`src/rtl/weight_config_loader_pkg.sv`:
```
// Shared definitions for the weight configuration loader: FSM states, header
// field positions and the width of the configuration port.
package weight_config_loader_pkg;

    typedef enum logic [1:0] {
        StHdr0,
        StHdr1,
        StData,
        StDone
    } state_e;

    // Header word 0 carries the target layer in the upper half, neuron in the lower.
    localparam int unsigned LAYER_MSB  = 31;
    localparam int unsigned LAYER_LSB  = 16;
    localparam int unsigned NEURON_MSB = 15;
    localparam int unsigned NEURON_LSB = 0;

    localparam int unsigned LAYER_W  = LAYER_MSB - LAYER_LSB + 1;
    localparam int unsigned NEURON_W = NEURON_MSB - NEURON_LSB + 1;

    localparam int unsigned CFG_WIDTH = 32;

endpackage

```
`src/rtl/weight_config_loader.sv`:
```
// Parses a framed host word stream (two header words, then payload) and emits one
// registered weight write per payload word, tagged with the frame's layer/neuron.
module weight_config_loader
    import weight_config_loader_pkg::*;
#(
    parameter int unsigned data_bits   = 16,
    parameter int unsigned num_weights = 784,
    parameter int unsigned cnt_bits    = 16
) (
    input  logic                 clk,
    input  logic                 reset_n,
    input  logic [31:0]          s_data,
    input  logic                 s_valid,
    output logic                 s_ready,
    output logic                 weight_valid,
    output logic [CFG_WIDTH-1:0] weight_value,
    output logic [CFG_WIDTH-1:0] config_layer_no,
    output logic [CFG_WIDTH-1:0] config_neuron_no,
    output logic                 load_done,
    output logic                 load_err,
    output logic [cnt_bits-1:0]  weight_index
);

    localparam logic [cnt_bits-1:0] MaxCount = cnt_bits'(num_weights);

    state_e                state_q;
    logic [LAYER_W-1:0]    layer_q;
    logic [NEURON_W-1:0]   neuron_q;
    logic [cnt_bits-1:0]   count_q;
    logic [cnt_bits-1:0]   index_q;

    logic                  xfer;
    logic [cnt_bits-1:0]   hdr_count;
    logic                  count_bad;
    logic                  last_word;
    logic [CFG_WIDTH-1:0]  weight_ext;

    // Only the DONE cycle refuses input; it doubles as the load_done cycle.
    assign s_ready   = (state_q != StDone);
    assign xfer      = s_valid && s_ready;
    assign hdr_count = s_data[cnt_bits-1:0];
    assign count_bad = (hdr_count == '0) || (hdr_count > MaxCount);
    assign last_word = (index_q == (count_q - cnt_bits'(1)));

    always_comb begin
        weight_ext = {{(CFG_WIDTH - data_bits){s_data[data_bits-1]}}, s_data[data_bits-1:0]};
    end

    always_ff @(posedge clk or negedge reset_n) begin
        if (!reset_n) begin
            state_q          <= StHdr0;
            layer_q          <= '0;
            neuron_q         <= '0;
            count_q          <= '0;
            index_q          <= '0;
            weight_valid     <= 1'b0;
            weight_value     <= '0;
            config_layer_no  <= '0;
            config_neuron_no <= '0;
            load_done        <= 1'b0;
            load_err         <= 1'b0;
            weight_index     <= '0;
        end else begin
            weight_valid <= 1'b0;
            load_done    <= 1'b0;
            unique case (state_q)
                StHdr0: begin
                    if (xfer) begin
                        layer_q  <= s_data[LAYER_MSB:LAYER_LSB];
                        neuron_q <= s_data[NEURON_MSB:NEURON_LSB];
                        state_q  <= StHdr1;
                    end
                end
                StHdr1: begin
                    if (xfer) begin
                        count_q <= hdr_count;
                        if (count_bad) begin
                            load_err <= 1'b1;
                            state_q  <= StHdr0;
                        end else begin
                            index_q <= '0;
                            state_q <= StData;
                        end
                    end
                end
                StData: begin
                    if (xfer) begin
                        weight_valid     <= 1'b1;
                        weight_value     <= weight_ext;
                        config_layer_no  <= CFG_WIDTH'(layer_q);
                        config_neuron_no <= CFG_WIDTH'(neuron_q);
                        weight_index     <= index_q;
                        index_q          <= index_q + cnt_bits'(1);
                        if (last_word) begin
                            load_done <= 1'b1;
                            state_q   <= StDone;
                        end
                    end
                end
                StDone: begin
                    state_q <= StHdr0;
                end
                default: begin
                    state_q <= StHdr0;
                end
            endcase
        end
    end

endmodule

```
`config.mk`:
```
export PLATFORM = sky130hd
export DESIGN_NAME = weight_config_loader
export DESIGN_NICKNAME = d
export VERILOG_FILES = /design/src/rtl/weight_config_loader_pkg.sv /design/src/rtl/weight_config_loader.sv
export SDC_FILE = /design/constraint.sdc
export NUM_CORES = 1
export LEC_CHECK = 0
export ABC_AREA = 0
export CAP_MARGIN = 20
export CORE_MARGIN = 1
export CORE_UTILIZATION = 50
export DETAILED_ROUTE_END_ITERATION = 8
export HOLD_SLACK_MARGIN = 0.1
export PLACE_DENSITY_LB_ADDON = 0.08
export SYNTH_ARGS = -nofsm -noshare
export SYNTH_HDL_FRONTEND = slang
export SYNTH_SLANG_ARGS = --single-unit
```
`constraint.sdc`:
```
create_clock -name clk -period 2.35 [get_ports clk]
set_input_delay 0.3525 -clock clk [delete_from_list [all_inputs] [get_ports clk]]
set_output_delay 0.3525 -clock clk [all_outputs]
set_load 0.05 [all_outputs]
```
== Word-level counts from Yosys, hierarchy flattened ==
Index checks and enable logic that the tools add are counted.
Storage, ports and cells
  flip-flop bits (word level): 133
  input bits: 35
  output and inout port bits: 116
  word-level logic and storage cells: 51
Operators by class
  $add $sub $neg: 2
  order comparisons: 1
  equal/unequal tests: 10
  mux-type cells: 15
  reductions and logical operators: 11
Operator list (number)
  $mux W16: 3
  $pmux W16 S2: 1
  $add A16 B1 Y16 const B: 1
  $eq A16 B16 Y1: 1
  $gt A16 B10 Y1 const B: 1
  $logic_not A16 Y1: 1
  $sub A16 B1 Y16 const B: 1
  $ne A2 B2 Y1 const B: 6
  $mux W2: 5
  $pmux W2 S4: 1
  $reduce_and A4 Y1: 2
  $reduce_and A2 Y1: 3
  $mux W1: 5
  $eq A2 B2 Y1 const B: 2
  $reduce_and A3 Y1: 1
  $eq A2 B1 Y1 const B: 1
  $logic_not A2 Y1: 1
  $reduce_bool A2 Y1: 1
  $logic_and A1 B1 Y1: 1
  $logic_or A1 B1 Y1: 1

== Longest topological paths before layout ==
Gate-level depths: netlist (run 1).
  depth in word-level cells: 5
  mapped depth: 9
  mapped depth without buffers: 8

== Least setup slack after synthesis (run 1) ==
Ideal clock, no wire load.
  kind: reg2reg
  from: reg count_q[0]
  to: reg state_q[0]
  setup time: 0.095 ns
  arrival: 1.968 ns
  required time: 2.255 ns
  setup slack: 0.287 ns
  stages on the path, launching flop included: 10
  buffers on the path: 1
  period minus slack after synthesis: 2.063 ns
  cell sequence: dfrtp_1 -> inv_1 -> ha_1 -> or4b_1 -> buf_6 -> nor4_4 -> mux2i_1 -> mux2i_1 -> o2111ai_1 -> o31ai_1
Between the ends
  word-level cells in the longest chain between the ends: 4
RTL lines
  start: declaration: line weight_config_loader.sv:29  | logic [cnt_bits-1:0] count_q;
  start signal: assignment: line weight_config_loader.sv:76  | count_q <= hdr_count;
  $sub A16 B1 Y16: line weight_config_loader.sv:43  | assign last_word = (index_q == (count_q - cnt_bits'(1)));
  $eq A16 B16 Y1: line weight_config_loader.sv:43
  $ne A2 B2 Y1 (no source line)
  $reduce_and A4 Y1 (no source line)
  end signal: assignment: line weight_config_loader.sv:51  | state_q <= StHdr0;
  end signal: assignment: line weight_config_loader.sv:71  | state_q <= StHdr1;
  end signal: assignment: line weight_config_loader.sv:79  | state_q <= StHdr0;
  end: declaration: line weight_config_loader.sv:26  | state_e state_q;
No other way between the ends.
A chain may end at the register's enable or synchronous reset.

==> summary.md, run 1 <==
| Metric | Value |
|---|---|
| H-tree lvl count | 4 |
| Result of the run | finished, final reports clean |
| Routed length per instance | about 16 um |
| I/O pin cnt | 151 |
| Biggest fanout along the worst timing path | 18 |
| Largest area contributor in the synthesized netlist | sky130_fd_sc_hd__dfrtp_1 |
| Startpoint type of the worst setup path | flop |
| 1st-iter DRT viols | 223 |
| Num CTS Buffers | 17 |
| Top cells by area in the synthesized netlist | sky130_fd_sc_hd__dfrtp_1 53%, sky130_fd_sc_hd__nand2_1 12%, sky130_fd_sc_hd__mux2_2 8.8% |
| Total standard cell area after synthesis | ~0.0063 mm2 |
| Count of mapped cells out of synthesis | 630 |
| Switching part of the total power | 31.8% |
| Worst slew margin relative to its limit | 51.7% |
| Count of cell types in the netlist | 53 |
| DIE AREA | 0.0130 mm2 |
| Sequential area share after synthesis | between 50 and 60% |
| Period utilization | 96.4% |
| Final-report setup violation count | 0 |
| Power density over the cells | 831 mW/mm2 |
| CP required | 2000 ps |
| Seq pwr share | 39.6% |
| Vias | between 4000 and 5000 |
| Hold Vio Cnt, Final | 0 |
| Global-route wire length before repair | around 24 mm |
| Die width | around 110 um |
| Mean cell area of the mapped netlist | between 9 and 10 um2 |
| Family with the most delay on the worst path | buffers and inverters |
| Final Max Tran Viols | 0 |
| VDD IR max | 0.651 mV |
| Clock-pin slew reported for the worst setup and hold paths after clock tree synthesis | about 60 ps |
| Maximum clock rate | 0.441 GHz |
| Synthesis-stage register bit count | 133 |
| Switching power of the nets | 2.14 mW |
| Maximum number of pins on one net before global-route repair | 73 |
| Critical path type | flop to output port |
| Combinational power share | 20.5% |
| IO Port Bufs | between 100 and 150 |
| Slowest-stage cell, CP | sky130_fd_sc_hd__clkdlybuf4s50_1 |
| Placer's final routability congestion estimate | between 0.8 and 0.9 |
| Path category of the worst min-delay check | flop to flop |
| Count of flip-flops with a built-in enable after synthesis | 0 |
| CTS tree | yes |
| Bufs and invs on worst path | 1 |
| Power share of the clock group | 39.9% |
| Drt total wl | ~15 mm |
| Ranking of synthesized cells by instance count | 208 x sky130_fd_sc_hd__nand2_1, 133 x sky130_fd_sc_hd__dfrtp_1, 49 x sky130_fd_sc_hd__buf_4, 49 x sky130_fd_sc_hd__mux2_2, 26 x sky130_fd_sc_hd__clkbuf_1 |
| Time the worst path needs with I/O delays and setup | 2270 ps |
| Largest stage delay on the critical path | 890 ps |
| Remaining global-route overflow | 0 |
| Slew @ Worst Pin | just over 700 ps |
| Initial Utilization | 51.7% |
| Final setup slack of the worst path | between 80 and 90 ps |
| Area Growth Syn to Fin | 29.5% |
| Clock skew after layout | 9.04 ps |
| Most used DFF post-synth | sky130_fd_sc_hd__dfrtp_1 |
| Via density | roughly 5.1 |
| Sort of element at the end of the critical path | output port |
| Length of the first detailed-routing pass in iterations | 4 |
| Sinks on the clock net | roughly 130 |
| DRC violations left | 0 |
| Share of synthesized flip-flops with an asynchronous set or reset | 100% |
| Yosys top cell area share | 53.1% |
| HPWL Detailed | 10.1 mm |
| Arrival time of the worst setup path | 1910 ps |
| MaxCap Viol Count | 0 |
| Proportion of layout cells with a drive suffix above 1 | 15.7% |
| Worst-Skew Late Latency | between 400 and 500 ps |
| Critical path, cell by cell | clkdlybuf4s50_1 |
| Remaining number of nets flagged by the antenna check after routing | 0 |
| Final-stage net count | 777 |
| Power Internal | between 4 and 5 mW |
| Setup slack after placement | -2.19 ps |
| Standard-cell row count | 40 |
| Leakage dissipation | 3.94 nW |
| Pwr Total | 6.74 mW |
| Clk root buf | sky130_fd_sc_hd__clkbuf_16 |
| Synth warnings | 0 |
| Count leader, synth | sky130_fd_sc_hd__nand2_1 |
| Setup TNS Final | 0 ps |
| Bufs on Longest Clock Path | 2 |
| Total routing usage reported by global routing | 24.5% |
| Number of global-route vias before repair | 4688 |
| Area of the placeable core | 0.0121 mm2 |
| Antenna diode count | 0 |
| Die extent in y | 114 um |
| Number of antenna violations at the first check in global routing | 0 |
[layer usage]
| layer | track usage, % | wire length [um] | up-vias |
|---|---|---|---|
| li1 | - | - | 2221 |
| met2 | 38.7 | 7270 | 127 |
| met4 | 9.87 | 324 | 0 |
| met1 | 31.8 | 6550 | 2353 |
| met3 | 6.85 | 781 | 23 |
| met5 | 0 | 0 | - |
[power by group through the flow]
stage	sequential, mW	combinational, mW	clock, mW
2_1_floorplan	3.01	0.624	0
3_3_place_gp	2.70	1.37	0
3_5_place_dp	2.71	1.39	0
4_1_cts	2.67	1.39	2.74
5_1_grt	2.69	1.47	2.85
6_report	2.67	1.38	2.69
[what timing repair did]
action                                 4_1_cts  5_1_grt
hold buffers                                 1        0
buffers inserted                             0        1
endpoints found under the hold margin      133        0
setup endpoints to repair                    2       19
pin swaps                                    0        0
resized for setup                            1        9
[area by class of cell]
class,count,area [um2]
inverters,9,33.8
well taps,168,210
fillers,1006,4000
repair buffers,141,1410
clock buffers,17,425
multi-input cells,438,2520
flip-flops and latches,133,3330
clock inverters,15,180
[worst reg2reg max path: cells and delay by family (launching register included)]
family / cells / cell delay, ps
DFF: 1 / 440
AOI/OAI and AO/OA: 4 / 690
buffers and inverters: 2 / 250
and+or+nand+nor: 1 / 530
adders and majority gates: 1 / 210
[cell families after synthesis]
group                      synth area share, %
AOI/OAI and AO/OA                         4.41
muxes                                     9.12
other                                   0.0598
DFF                                       53.1
adders and majority gates                0.399
and+or+nand+nor                           19.9
xor gates and xnor gates                  4.19
buffers and inverters                     8.84
[state kept, by name, summed over array words and instances, names as in the netlist, named ones only]
register          cells
index_q              16
config_layer_no      16
weight_index         16
count_q              16
load_err              1
neuron_q             16
weight_value         16
weight_valid          1
state_q               1
config_neuron_no     16
load_done             1
layer_q              16
[stage by stage]
step           util (%)  hold slack (ps)  area (um2)  instances
3_5_place_dp       61.6              400        7460        887
4_1_cts            66.7              461        8080        920
6_report           67.0              462        8110        921
2_1_floorplan         -             56.9        6380        661
5_1_grt            67.0              489        8110        921
3_3_place_gp       61.6              399        7460        887
[placed cells by master, fill, tap and decap left out, types with 2 or more instances in the layout]
cell type and n:
sky130_fd_sc_hd__a21oi_1 11, sky130_fd_sc_hd__a32o_1 2, sky130_fd_sc_hd__and3_1 5, sky130_fd_sc_hd__buf_12 4
sky130_fd_sc_hd__buf_4 19, sky130_fd_sc_hd__bufinv_16 3, sky130_fd_sc_hd__clkbuf_16 17, sky130_fd_sc_hd__clkdlybuf4s50_1 113
sky130_fd_sc_hd__clkinv_2 3, sky130_fd_sc_hd__clkinv_4 2, sky130_fd_sc_hd__clkinvlp_4 5, sky130_fd_sc_hd__conb_1 32
sky130_fd_sc_hd__dfrtp_1 132, sky130_fd_sc_hd__dlymetal6s2s_1 4, sky130_fd_sc_hd__inv_1 8, sky130_fd_sc_hd__mux2_2 49
sky130_fd_sc_hd__mux2i_1 2, sky130_fd_sc_hd__nand2_1 208, sky130_fd_sc_hd__nand3_1 6, sky130_fd_sc_hd__nand3b_1 2
sky130_fd_sc_hd__nand4_1 9, sky130_fd_sc_hd__nand4b_1 2, sky130_fd_sc_hd__nor2_1 20, sky130_fd_sc_hd__nor3_1 10
sky130_fd_sc_hd__nor4_1 3, sky130_fd_sc_hd__nor4_4 2, sky130_fd_sc_hd__o2111ai_1 2, sky130_fd_sc_hd__o211ai_1 2
sky130_fd_sc_hd__o21ai_0 7, sky130_fd_sc_hd__o22ai_1 3, sky130_fd_sc_hd__or3_1 4, sky130_fd_sc_hd__xnor2_1 11
sky130_fd_sc_hd__xor2_1 19
[path summary, 6_finish.rpt]
path / slack, ps / depth (start not counted) / end / start
setup / recovery: 80 / 1 / weight_value[20] / weight_value[15]
hold / removal: 460 / 2 / config_neuron_no[12] / neuron_q[12]
setup reg to reg: 100 / 8 / state_q[0] / count_q[0]
hold reg to reg: 460 / 2 / config_neuron_no[12] / neuron_q[12]
max in group asynchronous: 1500 / 3 / count_q[0] / reset_n
min in group asynchronous: 510 / 3 / state_q[0] / reset_n
(Power assumes the default switching activity.)
==> run 2, diff against run 1 <==
--- a/config.mk
+++ b/config.mk
@@ -12,6 +12,7 @@
 export DETAILED_ROUTE_END_ITERATION = 8
 export HOLD_SLACK_MARGIN = 0.1
 export PLACE_DENSITY_LB_ADDON = 0.08
+export RECOVER_POWER = 50
 export SYNTH_ARGS = -nofsm -noshare
 export SYNTH_HDL_FRONTEND = slang
 export SYNTH_SLANG_ARGS = --single-unit
==> run 2 against run 1 <==
  * The run now ends with max-capacitance violations, max-slew violations left
  * Sequential power barely moved
  * Design area decreased by 0.52%
  * Combinational power about the same
  * Clock power about the same
  * Worst hold slack improved by 0.69 ps
  * Via count unchanged
  * Clock-buffer cell count stayed put
  * Wire length down 0.34%
  * Utilization down 0.35 points
  * Global-route usage stayed put
  * Critical path type unchanged
==> summary.md, run 2 (synthesis results as in run 1) <==
| Metric | Value |
|---|---|
| Startpoint type of the worst setup path | flop |
| Switching part of the total power | 31.7% |
| DRC violations left | 0 |
| Hold depth | 2 |
| Violated checks | max-capacitance violations, max-slew violations |
| Via density | 5.13 |
| Post-route non-filler standard cell count | 921 |
| Remaining number of nets flagged by the antenna check after routing | 0 |
| Initial Utilization | 51.7% |
| Final-stage net count | between 700 and 800 |
| Time the worst path needs with I/O delays and setup | between 2000 and 2500 ps |
| Utilization after layout | 66.6% |
| VDD IR max | 0.652 mV |
| Switching power of the nets | between 2 and 2.5 mW |
| Leakage dissipation | 3.92 nW |
| I/O pin cnt | 151 |
| Standard-cell row count | 40 |
| Placer's final routability congestion estimate | 0.827 |
| Arrival time of the worst setup path | 1910 ps |
| Worst Reg2Reg Path Length in Cells | 8 |
| Maximum number of pins on one net before global-route repair | 73 |
| Power density over the cells | about 830 mW/mm2 |
| HPWL Detailed | 10.1 mm |
| Drt total wl | 14.9 mm |
| Die width | 114 um |
| Seq pwr share | 39.7% |
| CTS tree | yes |
| Clk root buf | sky130_fd_sc_hd__clkbuf_16 |
| Worst hold slack after final layout | 463 ps |
| Proportion of layout cells with a drive suffix above 1 | 15.3% |
| Power share of the clock group | 39.9% |
| Vias | 4724 |
| DIE AREA | ~0.013 mm2 |
| MaxCap Viol Count | 1 |
| Number of antenna violations at the first check in global routing | 0 |
| Total routing usage reported by global routing | between 20% and 30% |
| Clock-pin slew reported for the worst setup and hold paths after clock tree synthesis | ~60 ps |
| Sinks on the clock net | 133 |
| Die extent in y | ~110 um |
| Slowest-stage cell, CP | sky130_fd_sc_hd__clkdlybuf4s50_1 |
| Power Internal | 4.60 mW |
| Final-report setup violation count | 0 |
| Family with the most delay on the worst path | buffers and inverters |
| Maximum clock rate | between 0.4 and 0.5 GHz |
| Reg2reg setup slack | about 87 ps |
| Reg-to-reg critical path startpoint | count_q[0] |
| Worst hold endpoint | config_neuron_no[12] |
| Path category of the worst min-delay check | flop to flop |
| Most frequent standard cell in the layout excluding fill and tap cells | sky130_fd_sc_hd__nand2_1 |
| CP required | 2000 ps |
| Num CTS Buffers | 17 |
| Worst hold path startpoint | neuron_q[12] |
| Length of the first detailed-routing pass in iterations | 6 |
| Cell Count Post-Placement | roughly 890 |
| Final Max Tran Viols | 47 |
| Period utilization | 96.3% |
| Bufs on Longest Clock Path | 2 |
| Hold Vio Cnt, Final | 0 |
| Worst-Skew Late Latency | between 400 and 500 ps |
| Global-route wire length before repair | roughly 24 mm |
| Largest stage delay on the critical path | 890 ps |
| Area Growth Syn to Fin | 28.8% |
| Bufs and invs on worst path | 1 |
| Result of the run | finished with violations |
| Remaining global-route overflow | 0 |
| 1st-iter DRT viols | 219 |
| Number of global-route vias before repair | 4688 |
| Critical path, cell by cell | clkdlybuf4s50_1 |
| IO Port Bufs | 118 |
| Slew @ Worst Pin | 1500 ps |
| Biggest fanout along the worst timing path | 18 |
| Top library cells by usage in the layout, fill and taps aside | 208 x sky130_fd_sc_hd__nand2_1, 132 x sky130_fd_sc_hd__dfrtp_1, 112 x sky130_fd_sc_hd__clkdlybuf4s50_1 |
| Count of filler cells inserted in the layout | 1010 |
| Worst slew margin relative to its limit | -0.109% |
| Clock skew after layout | roughly 8.7 ps |
| Area of the placeable core | 0.0121 mm2 |
| Routed length per instance | 16.1 um |
| Sort of element at the end of the critical path | output port |
| Endpoint of the worst register-to-register path | state_q[0] |
| H-tree lvl count | 4 |
| Antenna diode count | 0 |
| Critical path type | flop to output port |
| Combinational power share | 20.4% |
## run 2: routing by layer
metal | wire length, um | GRT usage, %
met1 | 6390 | 31.8
met2 | 7260 | 38.7
met3 | 898 | 6.85
met4 | 317 | 9.87
met5 | 0 | 0
## run 2: timing repair
item,in CTS,in global routing
endpoints found under the hold margin,133,0
hold buffers,1,0
endpoints found under the setup margin,2,19
gates cloned,0,0
resized for setup,1,9
buffers inserted,0,1
## run 2: power by group through the flow
stage               clock network (mW)  registers [mW]  logic [mW]
global route                      2.85            2.69        1.47
finish                            2.69            2.67        1.38
floorplan                            0            3.01       0.624
global placement                     0            2.70        1.37
detailed placement                   0            2.71        1.39
CTS                               2.74            2.67        1.39
## run 2: tightest hold or removal path, cell delays in order (launching register included)
cell and delay (ps):
sky130_fd_sc_hd__dfrtp_1 340, sky130_fd_sc_hd__nand2_1 50, sky130_fd_sc_hd__nand2_1 50
## run 2: worst max path at each step
stage	from	endpoint	slack, ps	depth (start not counted)
after floorplan	count_q[0]	state_q[0]	290	9
after global placement	s_data[1]	index_q[7]	90	7
after detailed placement	count_q[0]	state_q[0]	-2	8
after CTS	weight_value[15]	weight_value[26]	30	1
after global routing	count_q[0]	state_q[0]	-9	8
final	weight_value[15]	weight_value[20]	90	1
## run 2: layout make-up
type,instances,area (um2),share of cell area [%]
multi-input combinational,438,2520,31.2
clock buffer,17,425,5.27
sequential,133,3330,41.2
inverter,9,33.8,0.419
clock inverter,15,180,2.23
tap,168,210,2.60
timing repair buffer,141,1380,17.1
## run 2: stage by stage
stage | area, um2 | power (mW) | worst slack (ps) | TNS, ps
after floorplan | 6380 | 3.64 | 287 | 0
after global placement | 7460 | 4.06 | 93.1 | 0
after detailed placement | 7460 | 4.09 | -2.19 | -2.19
after CTS | 8080 | 6.81 | 29.5 | 0
after global routing | 8070 | 7.01 | -9.45 | -9.45
final | 8070 | 6.73 | 87.0 | 0
==> run 3, diff against run 2 <==
--- a/config.mk
+++ b/config.mk
@@ -7,7 +7,6 @@
 export LEC_CHECK = 0
 export ABC_AREA = 0
 export CAP_MARGIN = 20
-export CORE_MARGIN = 1
 export CORE_UTILIZATION = 50
 export DETAILED_ROUTE_END_ITERATION = 8
 export HOLD_SLACK_MARGIN = 0.1
==> results of run 3 <==
Final layout, timing and power as in run 2 (identical DEF).
